### src/rtl/jtdsp16_ebus_arb.sv
// jtdsp16_ebus_arb
// Arbitrates the single external ROM bus between the instruction-fetch port
// and the X-data (ROM table) port. Each access runs grant -> optional wait
// states -> data capture, with data-port priority tempered by a small
// anti-starvation counter so a busy data stream cannot lock out fetches.
// All state advances only on clock-enabled edges; reset is synchronous and
// overrides the clock enable.

module jtdsp16_ebus_arb (
   input  logic        clk,
   input  logic        rst_n,
   input  logic        cen,
   input  logic [1:0]  ws,
   input  logic        if_req,
   input  logic [15:0] if_addr,
   input  logic        dx_req,
   input  logic [15:0] dx_addr,
   input  logic [15:0] rb_din,
   output logic [15:0] ab,
   output logic        rd_n,
   output logic [15:0] rdata,
   output logic        if_ack,
   output logic        dx_ack,
   output logic        busy
);

   typedef enum logic [1:0] {
      ST_IDLE = 2'd0,
      ST_ACC  = 2'd1,
      ST_WAIT = 2'd2
   } state_t;

   // Number of back-to-back data grants (taken while a fetch was pending)
   // after which the fetch port is forced through.
   localparam logic [1:0] STARVE_LIMIT = 2'd2;

   state_t      state_r, state_s;
   logic [1:0]  wcnt_r, wcnt_s;
   logic [1:0]  starve_r, starve_s;
   logic        owner_dx_r, owner_dx_s;
   logic [15:0] ab_r, ab_s;
   logic [15:0] rdata_r, rdata_s;
   logic        rd_n_r, rd_n_s;
   logic        if_ack_r, if_ack_s;
   logic        dx_ack_r, dx_ack_s;
   logic        busy_r, busy_s;

   logic        grant_if_s;
   logic        grant_dx_s;

   // Winner selection: data port first unless the fetch port has been passed over too often.
   always_comb begin
      grant_if_s = 1'b0;
      grant_dx_s = 1'b0;
      if (if_req && (!dx_req || (starve_r == STARVE_LIMIT))) begin
         grant_if_s = 1'b1;
      end else if (dx_req) begin
         grant_dx_s = 1'b1;
      end else begin
         grant_if_s = 1'b0;
         grant_dx_s = 1'b0;
      end
   end

   // Next-state and next-output logic for the access sequencer.
   always_comb begin
      state_s    = state_r;
      wcnt_s     = wcnt_r;
      starve_s   = starve_r;
      owner_dx_s = owner_dx_r;
      ab_s       = ab_r;
      rdata_s    = rdata_r;
      rd_n_s     = rd_n_r;
      if_ack_s   = 1'b0;          // acks are single-cycle pulses
      dx_ack_s   = 1'b0;

      case (state_r)
         ST_IDLE: begin
            if (grant_if_s || grant_dx_s) begin
               // Grant cycle: address and wait count are frozen here.
               owner_dx_s = grant_dx_s;
               ab_s       = grant_dx_s ? dx_addr : if_addr;
               rd_n_s     = 1'b0;
               wcnt_s     = ws;
               state_s    = (ws == 2'd0) ? ST_ACC : ST_WAIT;
               if (grant_if_s) begin
                  starve_s = 2'd0;
               end else if (if_req) begin
                  starve_s = starve_r + 2'd1;
               end else begin
                  starve_s = 2'd0;
               end
            end else begin
               rd_n_s  = 1'b1;
               state_s = ST_IDLE;
            end
         end

         ST_WAIT: begin
            wcnt_s = wcnt_r - 2'd1;
            // A zero count here cannot happen by construction; finish anyway.
            if (wcnt_r <= 2'd1) begin
               state_s = ST_ACC;
            end else begin
               state_s = ST_WAIT;
            end
         end

         ST_ACC: begin
            rdata_s  = rb_din;
            if_ack_s = !owner_dx_r;
            dx_ack_s = owner_dx_r;
            rd_n_s   = 1'b1;
            state_s  = ST_IDLE;
         end

         default: begin
            rd_n_s  = 1'b1;
            state_s = ST_IDLE;
         end
      endcase

      busy_s = (state_s != ST_IDLE);
   end

   // State and output registers: reset wins over cen, otherwise update on enabled edges only.
   always_ff @(posedge clk) begin
      if (!rst_n) begin
         state_r    <= ST_IDLE;
         wcnt_r     <= 2'd0;
         starve_r   <= 2'd0;
         owner_dx_r <= 1'b0;
         ab_r       <= 16'd0;
         rdata_r    <= 16'd0;
         rd_n_r     <= 1'b1;
         if_ack_r   <= 1'b0;
         dx_ack_r   <= 1'b0;
         busy_r     <= 1'b0;
      end else if (cen) begin
         state_r    <= state_s;
         wcnt_r     <= wcnt_s;
         starve_r   <= starve_s;
         owner_dx_r <= owner_dx_s;
         ab_r       <= ab_s;
         rdata_r    <= rdata_s;
         rd_n_r     <= rd_n_s;
         if_ack_r   <= if_ack_s;
         dx_ack_r   <= dx_ack_s;
         busy_r     <= busy_s;
      end
   end

   assign ab     = ab_r;
   assign rd_n   = rd_n_r;
   assign rdata  = rdata_r;
   assign if_ack = if_ack_r;
   assign dx_ack = dx_ack_r;
   assign busy   = busy_r;

endmodule

### config.mk
export PLATFORM = sky130hd
export DESIGN_NAME = jtdsp16_ebus_arb
export DESIGN_NICKNAME = d
export VERILOG_FILES = /design/src/rtl/jtdsp16_ebus_arb.sv
export SDC_FILE = /design/constraint.sdc
export NUM_CORES = 1
export LEC_CHECK = 0
export CORE_ASPECT_RATIO = 0.8
export CORE_MARGIN = 2
export CORE_UTILIZATION = 30
export DETAILED_ROUTE_END_ITERATION = 7
export PLACE_DENSITY = 0.71
export SYNTH_ARGS = -nofsm -noshare
export SYNTH_HDL_FRONTEND = slang
export SYNTH_SLANG_ARGS = --single-unit
### constraint.sdc
create_clock -name clk -period 3.8 [get_ports clk]
set_clock_uncertainty 0.15 [all_clocks]
set_input_delay 0.57 -clock clk [delete_from_list [all_inputs] [get_ports clk]]
set_output_delay 0.57 -clock clk [all_outputs]
set_load 0.1 [all_outputs]
Word-level counts from Yosys, hierarchy flattened:

Index checks and enable logic that the tools add are counted.

* reductions and logical operators: 13
* bitwise gates (word level): 1
* add/subtract/negate cells: 2
* equality and inequality tests: 4
* order comparisons: 1
* mux-type cells: 16

Operator list (number)
* $mux W16: 1
* $mux W2: 6
* $pmux W2 S2: 2
* $mux W1: 6
* $reduce_and A3 Y1: 2
* $eq A2 B2 Y1 const B: 2
* $logic_not A2 Y1: 2
* $reduce_and A2 Y1: 2
* $reduce_bool A2 Y1: 2
* $add A2 B1 Y2 const B: 1
* $eq A2 B1 Y1 const B: 1
* $le A2 B1 Y1 const B: 1
* $logic_not A1 Y1: 2
* $logic_or A1 B1 Y1: 2
* $ne A2 B2 Y1 const B: 1
* $pmux W1 S2: 1
* $sub A2 B1 Y2 const B: 1
* $logic_and A1 B1 Y1: 1
* $not A1 Y1: 1

* word-level logic and storage cells: 47
* output and inout port bits: 36
* register bits after elaboration: 43
* input port bits: 55

Longest topological paths before layout:

Gate-level depths: netlist of run 1.

* word-level depth: 8
* gate-level depth with buffers: 7
* gate-level depth less buffers: 5

Least setup slack after synthesis of run 1:

No wires, ideal clock.

* path type: input to register
* from: in cen
* to: reg ab_r[0] (netlist: ab[0])
* setup time: 145 ps
* buffers on the path: 3
* cell stages on the path: 6
* arrival: 1396 ps
* setup slack: 2109 ps
* data required time: 3505 ps
* cell sequence: buf_2 > nand2b_1 > buf_2 > nor2_4 > buf_4 > a211oi_2

* cells in the longest elaborated chain, start to end: 1

Ends and longest elaborated chain
* start, declared: RTL line 12 `input logic cen,`
* $reduce_and A3 Y1 (no source line)
* end signal, assigned: RTL line 144 `ab_r <= ab_s;`
* end, declared: RTL line 41 `logic [15:0] ab_r, ab_s;`

No other way between the ends.
A chain may end at the register's enable or synchronous reset.

Final worst setup path of run 1:

* from: reg ab_r[4] (netlist: ab[4])
* to: out ab[4]

RTL lines
* end, declared: RTL line 19 `output logic [15:0] ab,`

No word-level cell between the ends.

==> metrics.csv, run 1 <==
stage;metric;value;unit
sta;Finish-stage setup viols;0;
cts;CTS tree;done;
layout;relative area change from synthesis to final layout;53.6;%
placement;number of buffer cells added on primary ports;90;
route;Detail Route met3 WL;294;um
logic_synthesis;biggest area consumer among synthesized cells;sky130_fd_sc_hd__dfxtp_1;
global_route;total congestion overflow;0;
worst_hold_path;Hold Path Class;flop to flop;
sta;smallest hold slack;0.305;ns
floorplan;horizontal extent of the die;93.5;um
route;number of antenna-violating nets in the routed design;0;
sta;fmax;399;MHz
global_route;via count of the first global-routing pass;1627;
floorplan;number of I/O pins;91;
cts;number of clock sinks;43;
sta;final setup TNS;0;ns
route;met1 layer wirelength in the final routing;2300;um
global_route;global-route wire length before repair;7820;um
setup_path;Data arrival, critical path;1.79;ns
setup_path;highest net fanout along the worst path;2;
setup_path;Register-to-Register Setup Slack;1.69;ns
route;via count;1789;
cts;worst-skew pair later-pin latency;0.29;ns
sta;worst setup margin;1.29;ns
logic_synthesis;register bit total from synthesis;43;
global_route;total routing usage reported by global routing;13.9;%
layout;number of nets in the final layout;349;
logic_synthesis;area of the mapped netlist;1920;um^2
route;total wire length after detailed routing;5030;um
floorplan;number of placement rows;26;
run;# Max-Cap Violations;0;
setup_path;critical path's slowest cell;sky130_fd_sc_hd__clkdlybuf4s50_1;
setup_path;list of cells traversed by the critical path;clkdlybuf4s50_1;
sta;final number of hold-violating endpoints;0;
placement;post-detail-place hpwl;3560;um
route;met2 wire len;2410;um
cts;Clock Root Buffer;sky130_fd_sc_hd__clkbuf_8;
setup_path;data required time at the worst endpoint;3.08;ns
sta;time the worst path needs with I/O delays and setup;2.51;ns
route;DRC;0;
logic_synthesis;post-synthesis async set-or-reset flop share;0;%
logic_synthesis;proportion of synthesized area in mux cells;8.93;%
power_and_ir_drop;worst voltage drop across the vdd grid;0.000136;V
logic_synthesis;post-synthesis share of cell area spent on full adders, half adders and majority gates;1.30;%
cts;clock-pin slew reported for the worst setup and hold paths after clock tree synthesis;0.08;ns
setup_path;Bufs and invs on worst path;1;
logic_synthesis;number of distinct standard cells referenced by the synthesized netlist;41;
sta;remaining max-slew budget at the tightest pin;33.6;%
power_and_ir_drop;leakage dissipation;1.04;nW
cts;total clock buffers created by CTS;5;
route;drt wl/cell;13.3;um
route;iteration count of the initial detailed-routing pass;4;
setup_path;Worst setup EP type;output pin;
cts;number of resized instances in the post-cts repair step;0;
floorplan;Initial Util;30.6;%
logic_synthesis;share of Yosys cell area claimed by the top area cell type;44.8;%
setup_path;crit-path max cell delay;1.15;ns
cts;H-tree Lvls;2;
logic_synthesis;post-synthesis compound-gate area fraction;24.4;%
sta;number of slew-limit violations in the final report;0;
logic_synthesis;dominant combinational cell family by area after synthesis;compound AO/OA/AOI/OAI gates;
global_route;antenna violations before repair;0;
logic_synthesis;number of synthesized flops with an enable pin;0;
cts;post-cts hold buffer count;0;
logic_synthesis;share of the synthesized netlist area taken by xor and xnor gates;0;%
power_and_ir_drop;areal power density over the cells;404;nW/um^2
logic_synthesis;most common flop cell mapped by yosys;sky130_fd_sc_hd__dfxtp_1;
logic_synthesis;synthesized area divided by synthesized cell count;9.23;um^2
logic_synthesis;count of mapped cells out of synthesis;208;
setup_path;Setup crit start kind;flop;
placement;placement-stage worst setup slack;1.14;ns
global_route;maximum number of pins on one net before global-route repair;26;
floorplan;vertical die dimension;75.6;um
layout;diodes inserted;0;
sta;measured slew at the worst slew-check pin;0.993;ns
sta;unrepaired setup endpoints after global routing;false;
route;Avg Vias per Cell;4.75;
layout;commonest non-fill, non-tap cell in the layout;sky130_fd_sc_hd__clkdlybuf4s50_1;
logic_synthesis;Post-Synth Simple-Gate Area;14.5;%
logic_synthesis;count of warnings emitted by yosys;0;
logic_synthesis;cells taking the most area after synthesis;sky130_fd_sc_hd__dfxtp_1 45%, sky130_fd_sc_hd__a21oi_1 9.6%, sky130_fd_sc_hd__mux2i_1 8.3%;
floorplan;Die Outline Area;7060;um^2
route;number of DRC markers after the initial detailed-route iteration;63;
logic_synthesis;fraction of the yosys area taken by sequential cells;44.8;%
cts;buffers inserted during post-CTS setup optimization;0;
setup_path;dominant delay contributor by cell family on the critical path;buffers and inverters;
layout;fraction of layout cells with a size suffix above 1;7.85;%
setup_path;worst setup path class;flop to output pin;
layout;commonest non-fill, non-tap cells in the layout;90 x sky130_fd_sc_hd__clkdlybuf4s50_1, 43 x sky130_fd_sc_hd__dfxtp_1, 37 x sky130_fd_sc_hd__a21oi_1, 32 x sky130_fd_sc_hd__nand2_1, 16 x sky130_fd_sc_hd__mux2i_1;
layout;utilization of the core after routing;47.0;%
cts;deepest clock path buffer count;2;
placement;weighted congestion at the end of routability-driven global placement;0.738;
logic_synthesis;number of nets in the synthesized netlist;265;
floorplan;placeable core region;6280;um^2
route;top layer reached by signal wires;met4;
outcome;status;completed;
sta;portion of the clock cycle consumed by the worst path in the final layout;66.0;%
## power by group
part / total (mW) / switching, mW / internal, mW / leakage [nW]
Combinational: 0.383 / 0.252 / 0.130 / 0.639
Sequential: 0.496 / 0.0176 / 0.478 / 0.352
Clock: 0.314 / 0.148 / 0.166 / 0.0515
Total: 1.19 / 0.418 / 0.774 / 1.04
## final timing paths
path | startpoint | to | cells past startpoint
hold reg to reg | rdata[13] | rdata[13] | 2
hold / removal | rdata[13] | rdata[13] | 2
setup reg to reg | starve_r[0] | ab[10] | 6
setup / recovery | ab[4] | ab[4] | 1
## tightest hold or removal path, cell delays in order (launching register included)
cell and delay [ns]:
sky130_fd_sc_hd__dfxtp_1 0.31, sky130_fd_sc_hd__nand2_1 0.05, sky130_fd_sc_hd__a21oi_1 0.05
## state kept, by name (all words and copies together), names as in the netlist
name	cells
ab	16
starve_r	2
state_r	2
dx_ack	1
if_ack	1
busy	1
rdata	16
wcnt_r	2
rd_n	1
owner_dx_r	1
## layout make-up
class,count,area [um^2]
Inverter,5,18.8
Sequential cell,43,861
Fill cell,586,3330
Multi-Input combinational cell,144,942
Timing Repair Buffer,93,923
Tap cell,84,105
Clock buffer,8,100
## stage by stage
step / std cells / area (um^2) / power [mW]
global route: 377 / 2950 / 1.25
finish: 377 / 2950 / 1.19
detailed placement: 369 / 2850 / 0.890
floorplan: 208 / 1920 / 0.771
CTS: 377 / 2950 / 1.21
global placement: 369 / 2850 / 0.888
## synth_stat cells, types with 2 or more instances
cell and number:
sky130_fd_sc_hd__dfxtp_1 43, sky130_fd_sc_hd__a21oi_1 37, sky130_fd_sc_hd__nand2_1 32, sky130_fd_sc_hd__mux2i_1 16, sky130_fd_sc_hd__a211oi_2 9, sky130_fd_sc_hd__buf_2 9
sky130_fd_sc_hd__a211oi_1 7, sky130_fd_sc_hd__inv_1 5, sky130_fd_sc_hd__o21ai_0 5, sky130_fd_sc_hd__clkbuf_1 3, sky130_fd_sc_hd__nand2b_1 3, sky130_fd_sc_hd__nand3_1 3
sky130_fd_sc_hd__and2_1 2, sky130_fd_sc_hd__ha_1 2, sky130_fd_sc_hd__nand3b_1 2, sky130_fd_sc_hd__nor2_1 2, sky130_fd_sc_hd__nor2b_1 2, sky130_fd_sc_hd__nor4bb_1 2
sky130_fd_sc_hd__o22ai_1 2
## metal layers
layer | vias up | track usage [%]
li1 | 908 | -
met1 | 831 | 18.2
met2 | 48 | 22.5
met3 | 2 | 4.75
met4 | 0 | 2.94
met5 | - | 0
## kinds of logic (layout without fill, tap and decap cells)
logic type / count (synthesis) / count (layout)
mux: 17 / 17
buf+inv: 21 / 106
fa+ha+maj: 2 / 2
simple gates: 55 / 55
compound gates: 70 / 70
flops: 43 / 43
(Power assumes the default switching activity.)
==> inputs of run 2 (changes only) <==
Settings changed: PLACE_DENSITY 0.71 to 0.73.
Clock period 3.8 ns to 2 ns, I/O delays scaled along.
==> run 2 against run 1 <==
Effect of this change: register-to-register slack worse by 1.3 ns; clock power is 110% higher; count of clock-buffer cells in the layout is 2 lower; global-route usage is 0.067 points higher; hold slack worse by 0.00079 ns; wire length is 1.1% lower; first-iteration DRC count is 73% higher; total power is 96% higher; sequential share of layout area is 0.27 points lower; cell count is 1.6% higher; flip-flop and latch count stayed put; die area stayed put; critical endpoint is now ab[7].
==> metrics.csv, run 2 (synthesized netlist as in run 1, its figures left out) <==
stage;metric;value;unit
outcome;status;completed;
sta;remaining max-slew budget at the tightest pin;64.4;%
global_route;antenna violations before repair;0;
sta;Finish-stage setup viols;0;
layout;Post-Layout Cell Count;383;
route;drt wl/cell;13.0;um
placement;number of buffer cells added on primary ports;90;
cts;clock-pin slew reported for the worst setup and hold paths after clock tree synthesis;0.07;ns
global_route;maximum number of pins on one net before global-route repair;39;
placement;post-detail-place hpwl;3560;um
floorplan;placeable core region;6280;um^2
floorplan;number of I/O pins;91;
global_route;total congestion overflow;0;
setup_path;Data arrival, critical path;1.68;ns
layout;number of nets in the final layout;356;
sta;time the worst path needs with I/O delays and setup;1.63;ns
floorplan;vertical die dimension;75.6;um
global_route;via count of the first global-routing pass;1637;
cts;H-tree Lvls;2;
power_and_ir_drop;worst voltage drop across the vdd grid;0.000293;V
layout;commonest non-fill, non-tap cell in the layout;sky130_fd_sc_hd__clkdlybuf4s50_1;
cts;number of clock sinks;43;
setup_path;worst r2r dst;ab[4];
setup_path;highest net fanout along the worst path;20;
setup_path;FF-to-FF Start;starve_r[0];
placement;Placed Cells;376;
floorplan;horizontal extent of the die;93.5;um
cts;CTS tree;done;
layout;diodes inserted;0;
sta;portion of the clock cycle consumed by the worst path in the final layout;81.5;%
cts;post-cts hold buffer count;0;
worst_hold_path;Hold Path Class;flop to flop;
worst_hold_path;number of instances on the worst hold path;2;
floorplan;Initial Util;30.6;%
cts;total clock buffers created by CTS;5;
setup_path;Setup crit start kind;primary input;
sta;unrepaired setup endpoints after global routing;false;
sta;measured slew at the worst slew-check pin;0.531;ns
layout;utilization of the core after routing;47.4;%
sta;final number of hold-violating endpoints;0;
worst_hold_path;hold path startpoint;rdata[3];
cts;deepest clock path buffer count;2;
cts;number of resized instances in the post-cts repair step;0;
setup_path;data required time at the worst endpoint;2.05;ns
route;total wire length after detailed routing;4980;um
global_route;total routing usage reported by global routing;13.9;%
power_and_ir_drop;areal power density over the cells;784;nW/um^2
sta;final setup TNS;0;ns
route;number of antenna-violating nets in the routed design;0;
sta;fmax;613;MHz
setup_path;Register-to-Register Setup Slack;0.38;ns
power_and_ir_drop;total power;2.34;mW
power_and_ir_drop;leakage dissipation;1.16;nW
setup_path;R2R cell count;6;
floorplan;number of placement rows;26;
setup_path;Worst setup EP type;flop;
cts;worst-skew pair later-pin latency;0.29;ns
worst_hold_path;end point of the most critical hold path;rdata[3];
route;number of DRC markers after the initial detailed-route iteration;109;
route;via count;1800;
run;# Max-Cap Violations;0;
placement;weighted congestion at the end of routability-driven global placement;0.713;
setup_path;worst setup path class;primary input to flop;
route;Avg Vias per Cell;4.70;
layout;commonest non-fill, non-tap cells in the layout;54 x sky130_fd_sc_hd__clkdlybuf4s50_1, 43 x sky130_fd_sc_hd__dfxtp_1, 41 x sky130_fd_sc_hd__buf_4, 37 x sky130_fd_sc_hd__a21oi_1, 32 x sky130_fd_sc_hd__nand2_1;
cts;buffers inserted during post-CTS setup optimization;0;
route;iteration count of the initial detailed-routing pass;4;
floorplan;Die Outline Area;7060;um^2
layout;fraction of layout cells with a size suffix above 1;21.7;%
cts;Clock Root Buffer;sky130_fd_sc_hd__clkbuf_8;
layout;relative area change from synthesis to final layout;55.0;%
sta;number of slew-limit violations in the final report;0;
route;DRC;0;
global_route;global-route wire length before repair;7780;um
[run 2: worst max-delay path, cell delays in order]
cell and delay (ns):
sky130_fd_sc_hd__clkdlybuf4s50_1 0.57, sky130_fd_sc_hd__o21ba_2 0.46, sky130_fd_sc_hd__a21oi_1 0.12, sky130_fd_sc_hd__a211oi_1 0.23
[run 2: area by class of cell]
| cell class | instances | area [um^2] |
|---|---|---|
| fill | 604 | 3300 |
| timing repair buffer | 100 | 948 |
| multi-input combinational | 144 | 942 |
| sequential | 43 | 861 |
| tap | 84 | 105 |
| clock buffer | 6 | 72.6 |
| clock inverter | 1 | 30.0 |
| inverter | 5 | 18.8 |
[run 2: worst max path at each step]
| stage | start | endpoint | slack [ns] | depth (start not counted) |
|---|---|---|---|---|
| CTS | starve_r[0] | ab[7] | 0.36 | 6 |
| global placement | if_req | wcnt_r[1] | 0.13 | 4 |
| global route | if_req | ab[7] | 0.21 | 4 |
| finish | if_req | ab[7] | 0.37 | 4 |
| detailed placement | if_req | ab[7] | 0.07 | 4 |
| floorplan | starve_r[0] | ab[0] | 0.41 | 7 |
[run 2: power by group]
| part | total, mW | leakage (nW) | internal (mW) | switching (mW) |
|---|---|---|---|---|
| logic | 0.746 | 0.758 | 0.260 | 0.486 |
| registers | 0.941 | 0.352 | 0.908 | 0.0326 |
| clock network | 0.649 | 0.0513 | 0.366 | 0.283 |
| total | 2.34 | 1.16 | 1.53 | 0.801 |
[run 2: metal layers]
| metal | part of all wire (%) | wire length (um) | vias to the layer above | GRT usage [%] |
|---|---|---|---|---|
| met2 | 49 | 2460 | 37 | 22.8 |
| li1 | - | - | 923 | - |
| met5 | 0 | 0 | - | 0 |
| met3 | 4.6 | 228 | 2 | 3.66 |
| met1 | 46 | 2260 | 838 | 18.4 |
| met4 | 0.54 | 27 | 0 | 3.92 |
[run 2: stage by stage]
stage                     worst slack [ns]  instance area, um^2  hold WS [ns]
final                                0.369                 2980         0.305
after global routing                 0.205                 2980         0.329
after CTS                            0.362                 2980         0.310
after detailed placement            0.0666                 2880         0.299
after global placement               0.126                 2880         0.293
after floorplan                      0.414                 1920         0.230
==> inputs of run 3 (changes only) <==
Clock period 2 ns to 1.4 ns, I/O delays scaled along.
==> run 3 against run 2 <==
Effect of this change: the flow now finishes with violations (negative setup slack); non-clock buffer count rose by 17; wire length is 16% higher; count of clock-buffer cells in the layout is the same; critical path type is now flop to flop; largest cell class unchanged; sequential power is 48% higher; core utilization increased by 11 points; sequential share of layout area decreased by 4.9 points; first-iteration DRC count shrank 45%; total power is 50% higher; critical path depth up 2; via count grew 7.2%.
==> metrics.csv, run 3 (synthesized netlist as in run 1, its figures left out) <==
stage;metric;value;unit
outcome;status;finished, violations left;
outcome;violated checks;negative setup slack;
global_route;total routing usage reported by global routing;16.4;%
global_route;antenna violations before repair;0;
route;number of antenna-violating nets in the routed design;0;
layout;commonest non-fill, non-tap cell in the layout;sky130_fd_sc_hd__clkdlybuf4s50_1;
layout;commonest non-fill, non-tap cells in the layout;51 x sky130_fd_sc_hd__clkdlybuf4s50_1, 40 x sky130_fd_sc_hd__buf_12, 36 x sky130_fd_sc_hd__a21oi_1, 32 x sky130_fd_sc_hd__nand2_1, 28 x sky130_fd_sc_hd__dfxtp_1;
floorplan;Die Outline Area;7060;um^2
run;# Max-Cap Violations;0;
power_and_ir_drop;areal power density over the cells;950;nW/um^2
route;Avg Vias per Cell;4.83;
sta;Finish-stage setup viols;18;
placement;Placed Area;3460;um^2
floorplan;number of I/O pins;91;
global_route;total congestion overflow;0;
global_route;maximum number of pins on one net before global-route repair;21;
layout;final standard cell area without fillers;3680;um^2
placement;number of buffer cells added on primary ports;90;
power_and_ir_drop;total power;3.50;mW
layout;diodes inserted;0;
layout;relative area change from synthesis to final layout;91.6;%
sta;final number of hold-violating endpoints;0;
floorplan;horizontal extent of the die;93.5;um
cts;worst-skew pair later-pin latency;0.28;ns
global_route;global-route wire length before repair;9050;um
setup_path;worst setup path class;flop to flop;
route;number of DRC markers after the initial detailed-route iteration;60;
sta;final setup TNS;-0.749;ns
route;DRC;0;
power_and_ir_drop;worst voltage drop across the vdd grid;0.000582;V
layout;number of nets in the final layout;373;
setup_path;highest net fanout along the worst path;10;
sta;time the worst path needs with I/O delays and setup;1.49;ns
route;iteration count of the initial detailed-routing pass;4;
layout;fraction of layout cells with a size suffix above 1;38.0;%
worst_hold_path;Hold Path Class;primary input to flop;
cts;deepest clock path buffer count;2;
setup_path;Worst setup EP type;flop;
sta;unrepaired setup endpoints after global routing;true;
layout;Post-Layout Cell Count;400;
cts;Clock Root Buffer;sky130_fd_sc_hd__clkbuf_8;
floorplan;number of placement rows;26;
sta;portion of the clock cycle consumed by the worst path in the final layout;106;%
cts;total clock buffers created by CTS;5;
sta;fmax;673;MHz
sta;measured slew at the worst slew-check pin;0.313;ns
floorplan;Initial Util;30.6;%
route;drt wl/cell;14.4;um
cts;clock-pin slew reported for the worst setup and hold paths after clock tree synthesis;0.08;ns
floorplan;vertical die dimension;75.6;um
setup_path;data required time at the worst endpoint;1.42;ns
placement;post-detail-place hpwl;4320;um
cts;CTS tree;done;
layout;Fill cells;495;
placement;Placed Cells;391;
power_and_ir_drop;leakage dissipation;1.37;nW
global_route;via count of the first global-routing pass;1885;
placement;weighted congestion at the end of routability-driven global placement;0.774;
sta;remaining max-slew budget at the tightest pin;79.0;%
setup_path;Data arrival, critical path;1.51;ns
placement;placement-stage worst setup slack;-0.455;ns
floorplan;placeable core region;6280;um^2
route;via count;1930;
cts;number of clock sinks;43;
route;total wire length after detailed routing;5780;um
sta;worst setup margin;-0.0863;ns
sta;number of slew-limit violations in the final report;0;
cts;H-tree Lvls;2;
setup_path;Setup crit start kind;flop;
==> run 3: timing repair <==
| action | CTS | global route |
|---|---|---|
| buffers inserted | 2 | 0 |
| endpoints found under the setup margin | 38 | 34 |
| gates resized for setup | 16 | 17 |
| pin swaps | 7 | 5 |
| hold buffers | 0 | 0 |
==> run 3: area by class of cell <==
| cell class | instances | area, um^2 | share of cell area [%] |
|---|---|---|---|
| flip-flops and latches | 43 | 885 | 24.0 |
| clock inverters | 1 | 5.00 | 0.136 |
| inverters | 5 | 18.8 | 0.510 |
| multi-input cells | 144 | 1060 | 28.9 |
| repair buffers | 117 | 1520 | 41.3 |
| well taps | 84 | 105 | 2.86 |
| clock buffers | 6 | 82.6 | 2.24 |
==> run 3: metrics by stage <==
stage          util, %  hold WS, ns
6_report          58.6        0.318
5_1_grt           58.6        0.313
4_1_cts           57.5        0.305
3_5_place_dp      55.1        0.336
3_3_place_gp      55.1        0.329
2_1_floorplan        -        0.140
==> run 3: power by group <==
group	internal (mW)	switching, mW
registers	1.30	0.0827
clock network	0.387	0.398
logic	0.587	0.737
==> run 3: worst paths after layout <==
path | from | end | depth (start not counted) | slack (ns)
max | starve_r[0] | ab[12] | 6 | -0.09
min | rb_din[4] | rdata[4] | 3 | 0.32
max reg2reg | starve_r[0] | ab[12] | 6 | -0.09
min reg2reg | rdata[3] | rdata[3] | 2 | 0.34
==> run 3: worst max-delay path, cell delays in order, from the launching register on <==
cell	delay, ns
sky130_fd_sc_hd__dfxtp_2	0.33
sky130_fd_sc_hd__inv_2	0.04
sky130_fd_sc_hd__ha_4	0.16
sky130_fd_sc_hd__a21boi_4	0.17
sky130_fd_sc_hd__buf_12	0.18
sky130_fd_sc_hd__mux2i_2	0.25
sky130_fd_sc_hd__a211oi_2	0.09
==> run 3: metal layers <==
metal,up-vias,GRT usage (%),wire (um)
met2,50,28.9,2980
met4,0,3.92,26
met1,926,20.2,2430
met5,-,0,0
met3,2,4.85,339
li1,952,-,-
